==> config.mk <==
export PLATFORM = sky130hd
export DESIGN_NAME = strobe_debounce_gen
export DESIGN_NICKNAME = d
export VERILOG_FILES = /design/src/rtl/strobe_debounce_gen_pkg.sv /design/src/rtl/strobe_debounce_gen_debounce_sync.sv /design/src/rtl/strobe_debounce_gen.sv
export SDC_FILE = /design/constraint.sdc
export NUM_CORES = 1
export LEC_CHECK = 0
export ABC_CLOCK_PERIOD_IN_PS = 4000
export CORE_MARGIN = 2
export CORE_UTILIZATION = 54
export CTS_CLUSTER_SIZE = 10
export DETAILED_ROUTE_END_ITERATION = 6
export PLACE_DENSITY = 0.83
export SLEW_MARGIN = 20
export SYNTH_ARGS = -nofsm -noshare
export SYNTH_HDL_FRONTEND = slang
export SYNTH_SLANG_ARGS = --single-unit
export TNS_END_PERCENT = 100
==> constraint.sdc <==
create_clock -name clk -period 4 [get_ports clk]
set_input_delay 0.6 -clock clk [delete_from_list [all_inputs] [get_ports clk]]
set_output_delay 0.6 -clock clk [all_outputs]
set_load 0.1 [all_outputs]
==> src/rtl/strobe_debounce_gen_pkg.sv <==
// Shared types and constants for the strobe debounce generator.
package strobe_debounce_gen_pkg;

  typedef enum logic {
    IDLE = 1'b0,
    HOLD = 1'b1
  } state_t;

  localparam int unsigned DEF_DEBOUNCE = 4;
  localparam int unsigned DEF_GAP      = 16;
  localparam int unsigned DEF_CNT_W    = 8;

  function automatic int unsigned clog2(input int unsigned value);
    int unsigned width;
    width = 0;
    while ((64'd1 << width) < 64'(value)) width++;
    return width;
  endfunction

endpackage

==> src/rtl/strobe_debounce_gen_debounce_sync.sv <==
// Two-flop synchronizer followed by a consecutive-cycle debounce filter.
module debounce_sync
  import strobe_debounce_gen_pkg::*;
#(
  parameter int unsigned DEBOUNCE = DEF_DEBOUNCE
) (
  input  logic clk,
  input  logic reset,
  input  logic raw,
  output logic level,
  output logic rise_evt
);

  localparam int unsigned CW = clog2(DEBOUNCE + 1);

  logic          s1;
  logic          s2;
  logic [CW-1:0] cnt;
  logic          settled;

  assign settled  = (cnt == CW'(DEBOUNCE - 1));
  // Fires in the same cycle the level register is loaded with a 1.
  assign rise_evt = s2 && !level && settled;

  always_ff @(posedge clk) begin
    if (reset) begin
      s1    <= 1'b0;
      s2    <= 1'b0;
      level <= 1'b0;
      cnt   <= '0;
    end else begin
      s1 <= raw;
      s2 <= s1;
      if (s2 == level) begin
        cnt <= '0;
      end else if (settled) begin
        level <= s2;
        cnt   <= '0;
      end else begin
        cnt <= cnt + CW'(1);
      end
    end
  end

endmodule

==> src/rtl/strobe_debounce_gen.sv <==
// Debounced single-cycle strobe generator with a holdoff window and a
// saturating count of rises suppressed during holdoff.
module strobe_debounce_gen
  import strobe_debounce_gen_pkg::*;
#(
  parameter int unsigned DEBOUNCE = DEF_DEBOUNCE,
  parameter int unsigned GAP      = DEF_GAP,
  parameter int unsigned CNT_W    = DEF_CNT_W
) (
  input  logic             clk,
  input  logic             reset,
  input  logic             io_raw,
  input  logic             io_enable,
  input  logic             io_clr,
  output logic             io_strobe,
  output logic             io_level,
  output logic             io_busy,
  output logic [CNT_W-1:0] io_dropped
);

  localparam int unsigned GW = clog2(GAP);

  state_t           state;
  logic [GW-1:0]    gap;
  logic             rise_evt;
  logic [CNT_W-1:0] drop_base;

  debounce_sync #(
    .DEBOUNCE(DEBOUNCE)
  ) u_sync (
    .clk     (clk),
    .reset   (reset),
    .raw     (io_raw),
    .level   (io_level),
    .rise_evt(rise_evt)
  );

  assign io_busy = (state == HOLD);

  // Clear takes effect before a coincident drop increment.
  always_comb begin
    drop_base = io_dropped;
    if (io_clr) drop_base = '0;
  end

  always_ff @(posedge clk) begin
    if (reset) begin
      state      <= IDLE;
      gap        <= '0;
      io_strobe  <= 1'b0;
      io_dropped <= '0;
    end else begin
      io_strobe <= 1'b0;
      if (io_clr) io_dropped <= '0;
      case (state)
        IDLE: begin
          if (rise_evt && io_enable) begin
            io_strobe <= 1'b1;
            state     <= HOLD;
            gap       <= GW'(GAP - 2);
          end
        end
        HOLD: begin
          if (gap == '0) state <= IDLE;
          else           gap   <= gap - GW'(1);
          if (rise_evt && (drop_base != '1)) io_dropped <= drop_base + CNT_W'(1);
        end
        default: state <= IDLE;
      endcase
    end
  end

endmodule

==> results of run 1 <==
## final cells by class
class                      instances  area share [%]
sequential                        20           36.28
inverter                           5           1.701
clock buffer                       4           3.288
multi-input combinational         66           43.31
timing repair buffer              15           13.61
tap                               16           1.814
## synth_stat cells
| master | n |
|---|---|
| nor3_1 | 2 |
| nor3b_1 | 1 |
| and3_4 | 1 |
| nand4b_1 | 2 |
| a211oi_1 | 2 |
| ha_1 | 5 |
| buf_2 | 2 |
| a41oi_1 | 1 |
| nor4_1 | 2 |
| a21boi_0 | 1 |
| nor2_1 | 7 |
| and4_1 | 4 |
| o21bai_1 | 1 |
| mux2i_1 | 2 |
| a31oi_1 | 5 |
| inv_1 | 5 |
| and3b_1 | 1 |
| and3_2 | 1 |
| a41o_1 | 1 |
| a21oi_1 | 4 |
| or2_2 | 1 |
| a311oi_2 | 1 |
| or3b_4 | 1 |
| and3_1 | 1 |
| nand4_1 | 1 |
| nand3_1 | 3 |
| buf_4 | 1 |
| nor2b_1 | 4 |
| nor4bb_1 | 1 |
| dfxtp_1 | 20 |
| and4b_1 | 1 |
| nor4b_1 | 2 |
| a31o_2 | 1 |
| a211o_1 | 1 |
| nand2_1 | 5 |
| clkbuf_1 | 2 |
## path summary, 6_finish.rpt
kind / startpoint / end / slack (ns) / cells after the start
hold / removal: u_sync.cnt[0] / u_sync.cnt[0] / 0.44 / 1
setup reg to reg: u_sync.cnt[0] / io_dropped[2] / 2.45 / 5
hold reg to reg: u_sync.cnt[0] / u_sync.cnt[0] / 0.44 / 1
setup / recovery: io_busy / io_busy / 1.36 / 1
## cell families (layout without fill, tap and decap cells)
kind of cell | Yosys count | after routing | share of synthesized area, %
simple gates | 41 | 41 | 28.50
flops | 20 | 20 | 43.42
compound gates | 18 | 18 | 14.38
buf+inv | 10 | 24 | 4.750
fa+ha+maj | 5 | 5 | 6.784
mux | 2 | 2 | 2.171
## through the flow
step	power [mW]	instances	setup WS, ns	instance area [µm²]
2_1_floorplan	0.2111	96	1.998	922.1
3_3_place_gp	0.2167	122	1.727	1067
3_5_place_dp	0.2170	122	1.701	1067
4_1_cts	0.3314	126	1.349	1104
5_1_grt	0.3377	126	1.310	1104
6_report	0.3282	126	1.359	1104
## power groups by stage
stage          sequential [mW]  combinational, mW  clock, mW
2_1_floorplan            0.205            0.00594          0
3_3_place_gp             0.205             0.0114          0
3_5_place_dp             0.205             0.0117          0
4_1_cts                  0.201             0.0118      0.119
5_1_grt                  0.201             0.0131      0.124
6_report                 0.201             0.0120      0.116
## layer usage
layer | up-vias | GRT usage, % | part of all wire [%]
li1 | 385 | - | -
met1 | 348 | 25.86 | 48
met2 | 32 | 32.86 | 46
met3 | 2 | 3.600 | 5.8
met4 | 0 | 7.059 | 0.74
met5 | - | 0 | 0
## flip-flops by register name (all words and copies together) (netlist names)
signal	cells
io_dropped	8
gap	4
u_sync.cnt	3
io_busy	1
io_strobe	1
u_sync.level	1
u_sync.s1	1
u_sync.s2	1
==> run summary, run 1 <==
The number of nets in the layout is 121, and the part of the Yosys area used for sequential elements is 43.42%. The ratio of cells with drive above 1 in the final layout was 9.091%. In the layout the commonest cells are 20 x dfxtp_1, 15 x clkdlybuf4s50_1, 7 x nor2_1.

Counting along the longest clock path gives a buffer depth of 2. Summing all multi-input logic gate instances after layout gives 478.0 µm². The total of buffers placed on input and output ports works out to 15.

The tools report the number of levels the H-tree was split into as 1. TritonCTS built the clock tree. Clock tree synthesis inserted a total of 3 buffers. The DRC violation count after routing is 0, and the number of violations of the max-capacitance limit is 0. Counting flops and latches in the post-synthesis netlist gives 20. Clock-pin slew was measured on the worst setup and hold paths at 0.11 ns.

The library cell used most frequently in the layout, excluding fill and tap cells, is dfxtp_1. Buffers plus inverters on the worst setup path: 1. Clock tree synthesis found a total of 20 sinks.

The class of the tightest hold or removal check is register to register. Yosys printed 0 warnings. The largest total area in the synthesized netlist belongs to dfxtp_1. The first global-routing pass estimated 2994 µm of wire. The count of instances resized after the clock tree is built is 0. Wires add up to 1751 µm. The run finished with clean final reports. Dividing the detail-routed wire length by the instance count gives 13.90 µm.

For the total die area, the log shows 2054 µm². The run gives 17 as the pin count of the biggest net entering global routing. The classification of the worst setup path is register to output pin.

For the finished layout, the period the worst path requires is 2.641 ns. The count of buffers added by post-CTS timing repair for setup is 0, and the number of buffers added to fix hold violations after cts is 0. For the worst setup path, the data arrival time is 2.04 ns.

The tools report the number of pins exceeding their max-slew limit in the final report as 0. In the final timing run, aggregate negative setup slack is 0 ns. The tools report the number of hold violations in the final report as 0. The number of global-route vias before repair is 700. The total area inside the core boundary comes to 1559 µm². The synthesized area was 922.1 µm²; the power density over cell area was 297.4 nW/µm². Worst supply voltage drop on vdd: 0.0002557 V. The root buffer cell chosen for the clock tree is clkbuf_4. The signed area change from the synthesized netlist to the final layout is 19.67%, and the overall fraction of global-route tracks in use is 19.90%. STA classifies the critical path endpoint as an output pin.

16 I/O pins were placed. The width of the chip works out to 45.33 µm. On the critical path the largest part of the delay comes from buffers and inverters.

Routability-driven placement finished with a final weighted congestion of 0.7403. Registers take 400.4 µm². In this run, the number of DRC markers left after iteration 0 of detailed routing was 10. Maximum clock skew at final layout: 0.002842 ns.

At the later pin of the worst-skew pair, clock insertion delay measures 0.29 ns. For the required time of the worst setup path, the log shows 3.40 ns. Synthesis produced a netlist whose cell count is 96. The worst setup path is launched from a register. After synthesis, the mean cell area works out to 9.606 µm². The count of standard-cell rows is 14. Walking the worst path, the cells encountered are clkdlybuf4s50_1.

Based on the critical path, the design can be clocked at up to 0.3787 GHz. The tightest hold path in the finished design has a slack of 0.4358 ns. Setup repair after global routing left no endpoint under its margin. Detailed placement finished with a half-perimeter wire length of 1261 µm.

The delay of the slowest cell on the worst path was 1.21 ns. Headroom to the max-slew limit came out at 35.10%. The layout has 129 filler cells. The post-route clock period utilization works out to 66.02%.

The first TritonRoute pass finished after 4 iterations. The internal power consumption is 261.8 µW. Using the TritonRoute via totals, the vias-per-cell ratio works out to 6.087.

Of the total power, the share spent switching nets is 20.24%. The run gives 3.6% as the part of the total power dissipated in combinational logic. The logs give 0 for the number of diodes added for antenna fixing and 767 for the via total after detailed routing. For this design the static power due to leakage is 0.4017 nW.

The post-route antenna net violation count is 0. For this design, the slowest cell found on the critical path is clkdlybuf4s50_1. Summed over all nets, the switching power comes to 66.44 µW.

Setup violations remaining at the end of the flow were counted as 0. Number of antenna violations at the first check in global routing: 0. Sorting the synthesized cells by area gives the leading types as dfxtp_1 43%, ha_1 6.8%, and4_1 3.8%. The total global routing overflow was 0; the area fraction of the dominant cell type after synthesis was 43.42%. Of all nets on the critical path, the largest fanout is 12.

The post-synth net total was 106. The floorplan step set the die height to 45.33 µm. Of the total power, registers draw 61.2%.

For the pin with the worst max-slew slack, the measured transition is 0.9705 ns. The netlist uses 36 different library cells. For this run, the share of the core covered by cells in the final layout is 70.79%. The clock network burns 35.2% of the power. For this configuration, the core starts out at a cell density of 59.15%.
Note: power is estimated with default switching activity, not from simulation.
==> run 2, diff against run 1 <==
ABC_CLOCK_PERIOD_IN_PS = 2200   (was 4000)
CORE_UTILIZATION = 45   (was 54)
PLACE_DENSITY = 0.74   (was 0.83)
clock period = 2.2 ns   (was 4 ns; I/O delays follow)
==> run 2 against run 1 <==
Register-to-register slack got worse by 1.8 ns. Worst setup slack got worse by 0.70 ns. Highest routed layer unchanged. First-iteration DRC count rose by 80%. Largest power group unchanged. Worst hold slack improved by 0.012 ns. Critical endpoint is now io_dropped[2]. Sequential cell count did not move. Cell count rose by 9.5%. Count of clock-buffer cells in the layout did not move. Clock power rose by 83%. Sequential power rose by 82%. Design area fell by 0.57%.
==> run summary, run 2 (synthesis gave the netlist of run 1 again) <==
Fill cells in the final layout number 178. Summed over all cells, the static leakage comes to 0.4292 nW. For this run, the share of the core covered by cells in the final layout is 56.51%.

Setup repair after global routing left no endpoint under its margin. The register area is 400.4 µm². The first global-routing pass estimated 3049 µm of wire. Adding up every negative setup slack in the final design gives 0 ns. The part of the total power dissipated in combinational logic came out at 3.8%. Headroom to the max-slew limit came out at 77.88%. For the worst setup path, the data arrival time is 1.77 ns. No sink is reached through more buffers than the 2 on the longest clock path. The detailed router finished its first iteration with 18 violations. The worst supply voltage drop on vdd is 0.0003782 V, and the total length of routed wires is 1709 µm.

Required time of the worst setup path: 2.42 ns. Across every metal layer, demand over resource in global routing totals 16.11%. Traced cell by cell, the critical path runs through ha_1, ha_1, and4_1, and3_1, a211oi_1. Dividing the final minimum period by the clock period gives 70.21%. The number of gates resized after CTS was 0. The width of the chip was 49.27 µm; the ratio of cells with drive above 1 in the final layout was 19.82%. The number of hold violations in the final report is 0, and the count of buffers added by post-CTS timing repair for setup is 0. The finished layout holds 138 standard cells, fillers aside. The root buffer cell chosen for the clock tree is clkbuf_4. The number of detailed-route iterations in the first pass is 4.

The number of pins exceeding their max-slew limit in the final report came out at 0. Detailed routing inserted a total of 776 vias. The tools report the post-route antenna net violation count as 0. STA classifies the critical path endpoint as a register. The pin count of the biggest net entering global routing is 13, and the delay of the slowest cell on the worst path is 0.34 ns. The pre-CTS setup slack was 0.5616 ns. Setup violations remaining at the end of the flow were counted as 0.

In the final routed layout, each cell accounts on average for 12.38 µm. Number of diodes added for antenna fixing: 0. During placement, the flow inserted port buffers numbering 15. The most prevalent standard cell on the critical path is ha_1. The tools report the kind of start point of the critical path as a register. For this run the aggregate overflow at the end of global routing stands at 0.

Largest fanout on the critical path: 9. The die covers 2427 µm². For the number of antenna violations at the first check in global routing, the log shows 0. The floorplan has 16 rows.

For the number of nets in the layout, the log shows 122. Maximum clock skew at final layout: 0.002003 ns. The number of hold buffers added after CTS was 0. The worst path needs 1.545 ns of the cycle, external delays included. Clock-pin slew was measured on the worst setup and hold paths at 0.11 ns.

Leaving out fill and tap cells, the most frequent cells in the layout are 20 x dfxtp_1, 12 x buf_4, 7 x nor2_1. The clock network latency to the later pin of the worst-skew pair is 0.30 ns. The number of violations of the max-capacitance limit was 0. The initial standard-cell utilization of the core is 47.49%, and the placeable core region is 1942 µm².

The run finished with clean final reports. The design draws 599.7 µW. The switching part of the total is 20.44%, and the number of global-route vias before repair is 772.

Per report_power, the clock group accounts for 35.3% of the total. The logs give 0.6474 GHz for the maximum clock frequency and 1 for the number of levels the H-tree was split into. Register bank with the most flops: io_dropped.

From bottom edge to top edge, the die measures 49.27 µm. The internal power consumption is 477.2 µW, and the signed area change from the synthesized netlist to the final layout is 19.00%. The path class of the tightest hold or removal check is register to register. At the end of routability-driven placement, the weighted congestion stood at 0.7737. Clock net sink count: 20.

Detailed placement ended at an HPWL of 1290 µm. Using the TritonRoute via totals, the vias-per-cell ratio works out to 5.623. The multi-input combinational cells in the finished layout cover a total of 478.0 µm². In the final layout, the registers with the most flip-flops are io_dropped: 8 flops, gap: 4 flops, u_sync.cnt: 3 flops. The library cell used most frequently in the layout, excluding fill and tap cells, is dfxtp_1. TritonCTS built the clock tree.

Summed over all nets, the switching power comes to 122.6 µW. Clock tree synthesis inserted a total of 3 buffers. The DRC violation count after routing was 0. Once routing completed, OpenROAD measured the worst setup slack at 0.6554 ns. The register with the most flip-flops in the layout has 8 of them. The part of the power in registers was 60.9%. Pin placement for this block handled 16 I/O pins. The largest individual stage delay along the critical path comes from the cell dfxtp_1.

Dividing total power by cell area gives a power density of 546.6 nW/µm². The critical path is of the register to register type. Once placement completed, the tool counted placed cells totaling 134. At the pin with the least slew margin, the transition time is 0.3271 ns.
[run 2: cell count changes in the layout (fill, tap and decap cells not counted)]
cell,previous run,this run
buf_4,0,12
clkdlybuf4s50_1,15,4
[run 2: metal layers]
| metal | share of wire, % | up-vias | global-route usage (%) | wire length, µm |
|---|---|---|---|---|
| met5 | 0 | - | 0 | 0 |
| met2 | 49 | 20 | 27.70 | 843 |
| met1 | 44 | 366 | 17.75 | 757 |
| met3 | 4.6 | 4 | 4.294 | 78 |
| li1 | - | 386 | - | - |
| met4 | 1.7 | 0 | 9.048 | 29 |
[run 2: per-stage QoR]
step	cell area, µm²	hold slack (ns)
4_1_cts	1097	0.4467
3_5_place_dp	1061	0.4293
6_report	1097	0.4477
2_1_floorplan	922.1	0.3989
5_1_grt	1097	0.4724
3_3_place_gp	1061	0.4135
[run 2: worst max-delay path, delay by kind of cell (launching register included)]
kind                     cells  cell delay (ns)
AND/OR/NAND/NOR              2             0.44
adder cells (fa/ha/maj)      2             0.46
AO/OA/AOI/OAI                1             0.22
flip-flops                   1             0.34
[run 2: power groups by stage]
stage	Combinational (mW)	Sequential, mW	Clock [mW]
after detailed placement	0.0229	0.373	0
after CTS	0.0230	0.365	0.221
final	0.0228	0.365	0.212
after global placement	0.0225	0.373	0
after global routing	0.0252	0.366	0.237
after floorplan	0.0108	0.373	0
[run 2: area by class of cell]
type | count | share of cell area, %
clock buffer | 4 | 3.307
inverter | 5 | 1.710
multi-input combinational | 66 | 43.56
sequential | 20 | 36.49
tap | 27 | 3.079
timing repair buffer | 16 | 11.86
[run 2: path summary, 6_finish.rpt]
| kind | depth (start not counted) | to | from | slack, ns |
|---|---|---|---|---|
| min reg2reg | 1 | u_sync.cnt[0] | u_sync.cnt[0] | 0.45 |
| min | 1 | u_sync.cnt[0] | u_sync.cnt[0] | 0.45 |
| max | 5 | io_dropped[2] | u_sync.cnt[0] | 0.66 |
| max reg2reg | 5 | io_dropped[2] | u_sync.cnt[0] | 0.66 |
==> run 3, diff against run 2 <==
ABC_CLOCK_PERIOD_IN_PS = 1600   (was 2200)
CORE_UTILIZATION = 50   (was 45)
PLACE_DENSITY = 0.78   (was 0.74)
clock period = 1.6 ns   (was 2.2 ns; I/O delays follow)
==> run 3 against run 2 <==
Critical path depth unchanged. Sequential power rose by 37%. Design area increased by 14%. Worst hold slack worse by 0.013 ns. Clock skew increased by 0.0051 ns. Die area fell by 9.2%. Wire length increased by 6.3%. Critical path type unchanged. Largest power group unchanged. Highest routed layer unchanged.
==> run summary, run 3 (synthesis gave the netlist of run 1 again) <==
The post-route minimum period works out to 1.515 ns. The power density over cell area is 627.3 nW/µm². The critical path goes through inv_1, ha_1, or3b_4, and3_2, a31o_2. Across the VDD grid, the largest voltage drop is 0.0005317 V. The DRC violation count after routing is 0.

The detailed-route vias per instance was 5.686. The worst setup path is captured at a register. The worst setup path is launched from a register. Of the available clock period, the critical path in the final layout requires 94.66%.

The number of hold violations in the final report is 0, and the total length of routed wires is 1816 µm. The maximum clock skew at final layout is 0.007107 ns. The tools report the number of global-route vias before repair as 725.

Relative to the synthesized area, the layout overhead comes to 35.28%. For this design the static power due to leakage is 0.4621 nW. Along the worst path, the maximum fanout reaches 4. Buffers inserted to repair hold after CTS numbered 0. The total length of routed met2 wires was 888 µm.

Summing all flip-flop and latch instances after layout gives 415.4 µm². The count of instances resized after the clock tree is built came out at 0. Across all layers, the routed design uses 779 vias. The classification of the worst setup path is register to register. The clock root buffer was clkbuf_4.

The number of antenna violations at the first check in global routing was 0. The logs give 123 for the number of nets in the layout and 0 for the count of buffers added by post-CTS timing repair for setup. The tools report the routed wire length on met3 as 68 µm. The CTS clock-pin slew for the worst setup and hold paths was 0.12 ns; the number of flip-flops in the largest register was 8. The tools report the number of buffers inserted during clock tree synthesis as 3.

For the number of detailed-route iterations in the first pass, the log shows 4. The post-route antenna net violation count is 0, and the setup total negative slack is 0 ns. The number of levels the H-tree was split into was 1; the detailed placer's ending HPWL was 1331 µm.

The pin count of the biggest net entering global routing came out at 13. On the critical path, the stage with the largest delay is an instance of or3b_4. TritonCTS built the clock tree. The tools report the fill cell total of the finished layout as 141. Clock tree synthesis found a total of 20 sinks. The ratio of cells with drive above 1 in the final layout is 30.36%, and the share of the core filled with cells in the final layout is 72.25%. From bottom edge to top edge, the die measures 46.95 µm. Setup repair after global routing left no endpoint under its margin. Leaving out fill and tap cells, the most frequent cell in the layout is buf_12. The floorplan step set the die width to 46.95 µm. The largest registers in the layout are io_dropped: 8 flops, gap: 4 flops, u_sync.cnt: 3 flops.

The standard cell area after detailed placement came out at 1219 µm². The run finished with clean final reports. The die covers 2204 µm². 16 I/O pins were placed. The number of diodes added for antenna fixing is 0, and the sum of routed wire segments on met1 is 845 µm. The total overflow left after global routing is 0. Max-cap violations in this run came to 0. Global routing used 19.02% of the available tracks across all layers. For the worst setup path, the data required time is 1.80 ns. The placeable core region came out at 1727 µm². The class of the tightest hold or removal check is register to register.

The number of endpoints failing setup at the final stage was 0. The run gives 480.5 µm² as the area taken by multi-input logic gates. For the number of pins exceeding their max-slew limit in the final report, the log shows 0. The logs give 15 for the count of standard-cell rows and 0.30 ns for the clock network latency to the later pin of the worst-skew pair. The library cells used most frequently in the layout, excluding fill and tap cells, are 11 x buf_12, 10 x dfxtp_1, 9 x dfxtp_2. The run gives 1247 µm² as the post-route standard cell area excluding fillers. The first global-routing pass estimated 2994 µm of wire. STA puts the critical path data arrival time at 1.71 ns.

At the end of routability-driven placement, the weighted congestion stood at 0.7939. The detailed router used layers up to and including met4. The register bank with the most flops is io_dropped. For the worst slew margin relative to its limit, the log shows 77.72%.

The clock tree buffer depth is 2. On the worst path, the slowest cell contributes a delay of 0.41 ns. Once the floorplan was initialized, standard cells occupied 53.41% of the core.

During placement, the flow inserted port buffers numbering 15. Worst-margin pin slew: 0.3296 ns. The detailed router finished its first iteration with 7 violations. Timing would allow up to 0.6603 GHz. The post-detailed-route wirelength per cell came out at 13.26 µm.
==> run 3: changes by cell type in the layout (fill, tap and decap cells not counted), sizes merged <==
cell | previous run | this run
buf | 12 | 13
==> run 3: final timing paths <==
check / slack (ns) / depth (start not counted) / startpoint / to
min: 0.44 / 1 / u_sync.cnt[0] / u_sync.cnt[0]
max: 0.09 / 5 / gap[0] / gap[0]
min reg2reg: 0.44 / 1 / u_sync.cnt[0] / u_sync.cnt[0]
max reg2reg: 0.09 / 5 / gap[0] / gap[0]
==> run 3: per-layer routing <==
layer  vias to the layer above  track usage [%]
li1                        389                -
met1                       371            24.17
met2                        17            30.14
met3                         2            3.462
met4                         0            11.11
met5                         -                0
==> run 3: cell type report <==
type,instances,share of cell area [%]
clock buffer,4,2.106
tap,25,2.508
timing repair buffer,17,22.07
sequential,20,33.30
multi-input combinational,66,38.52
inverter,5,1.505
==> run 3: stage by stage <==
stage          worst slack, ns  cells  hold WS [ns]  total power, mW
2_1_floorplan          0.01748     96        0.3116           0.5259
3_3_place_gp           0.04929    133        0.4073           0.5444
3_5_place_dp           0.05377    133        0.4125           0.5454
4_1_cts                0.01217    137        0.4319           0.7899
5_1_grt                0.01621    137        0.4436           0.8135
6_report               0.08548    137        0.4351           0.7825
==> run 3: worst max-delay path, delay by kind of cell (launching register included) <==
family	cells	cell delay (ns)
AOI/OAI and AO/OA	1	0.20
adders and majority gates	1	0.17
buffers and inverters	1	0.09
DFF	1	0.34
and+or+nand+nor	2	0.62
==> run 3: power breakdown <==
group          leakage, nW  switching, mW  internal [mW]
logic                0.280         0.0157         0.0182
clock network       0.0150          0.152         0.0969
registers            0.167        0.00115          0.499
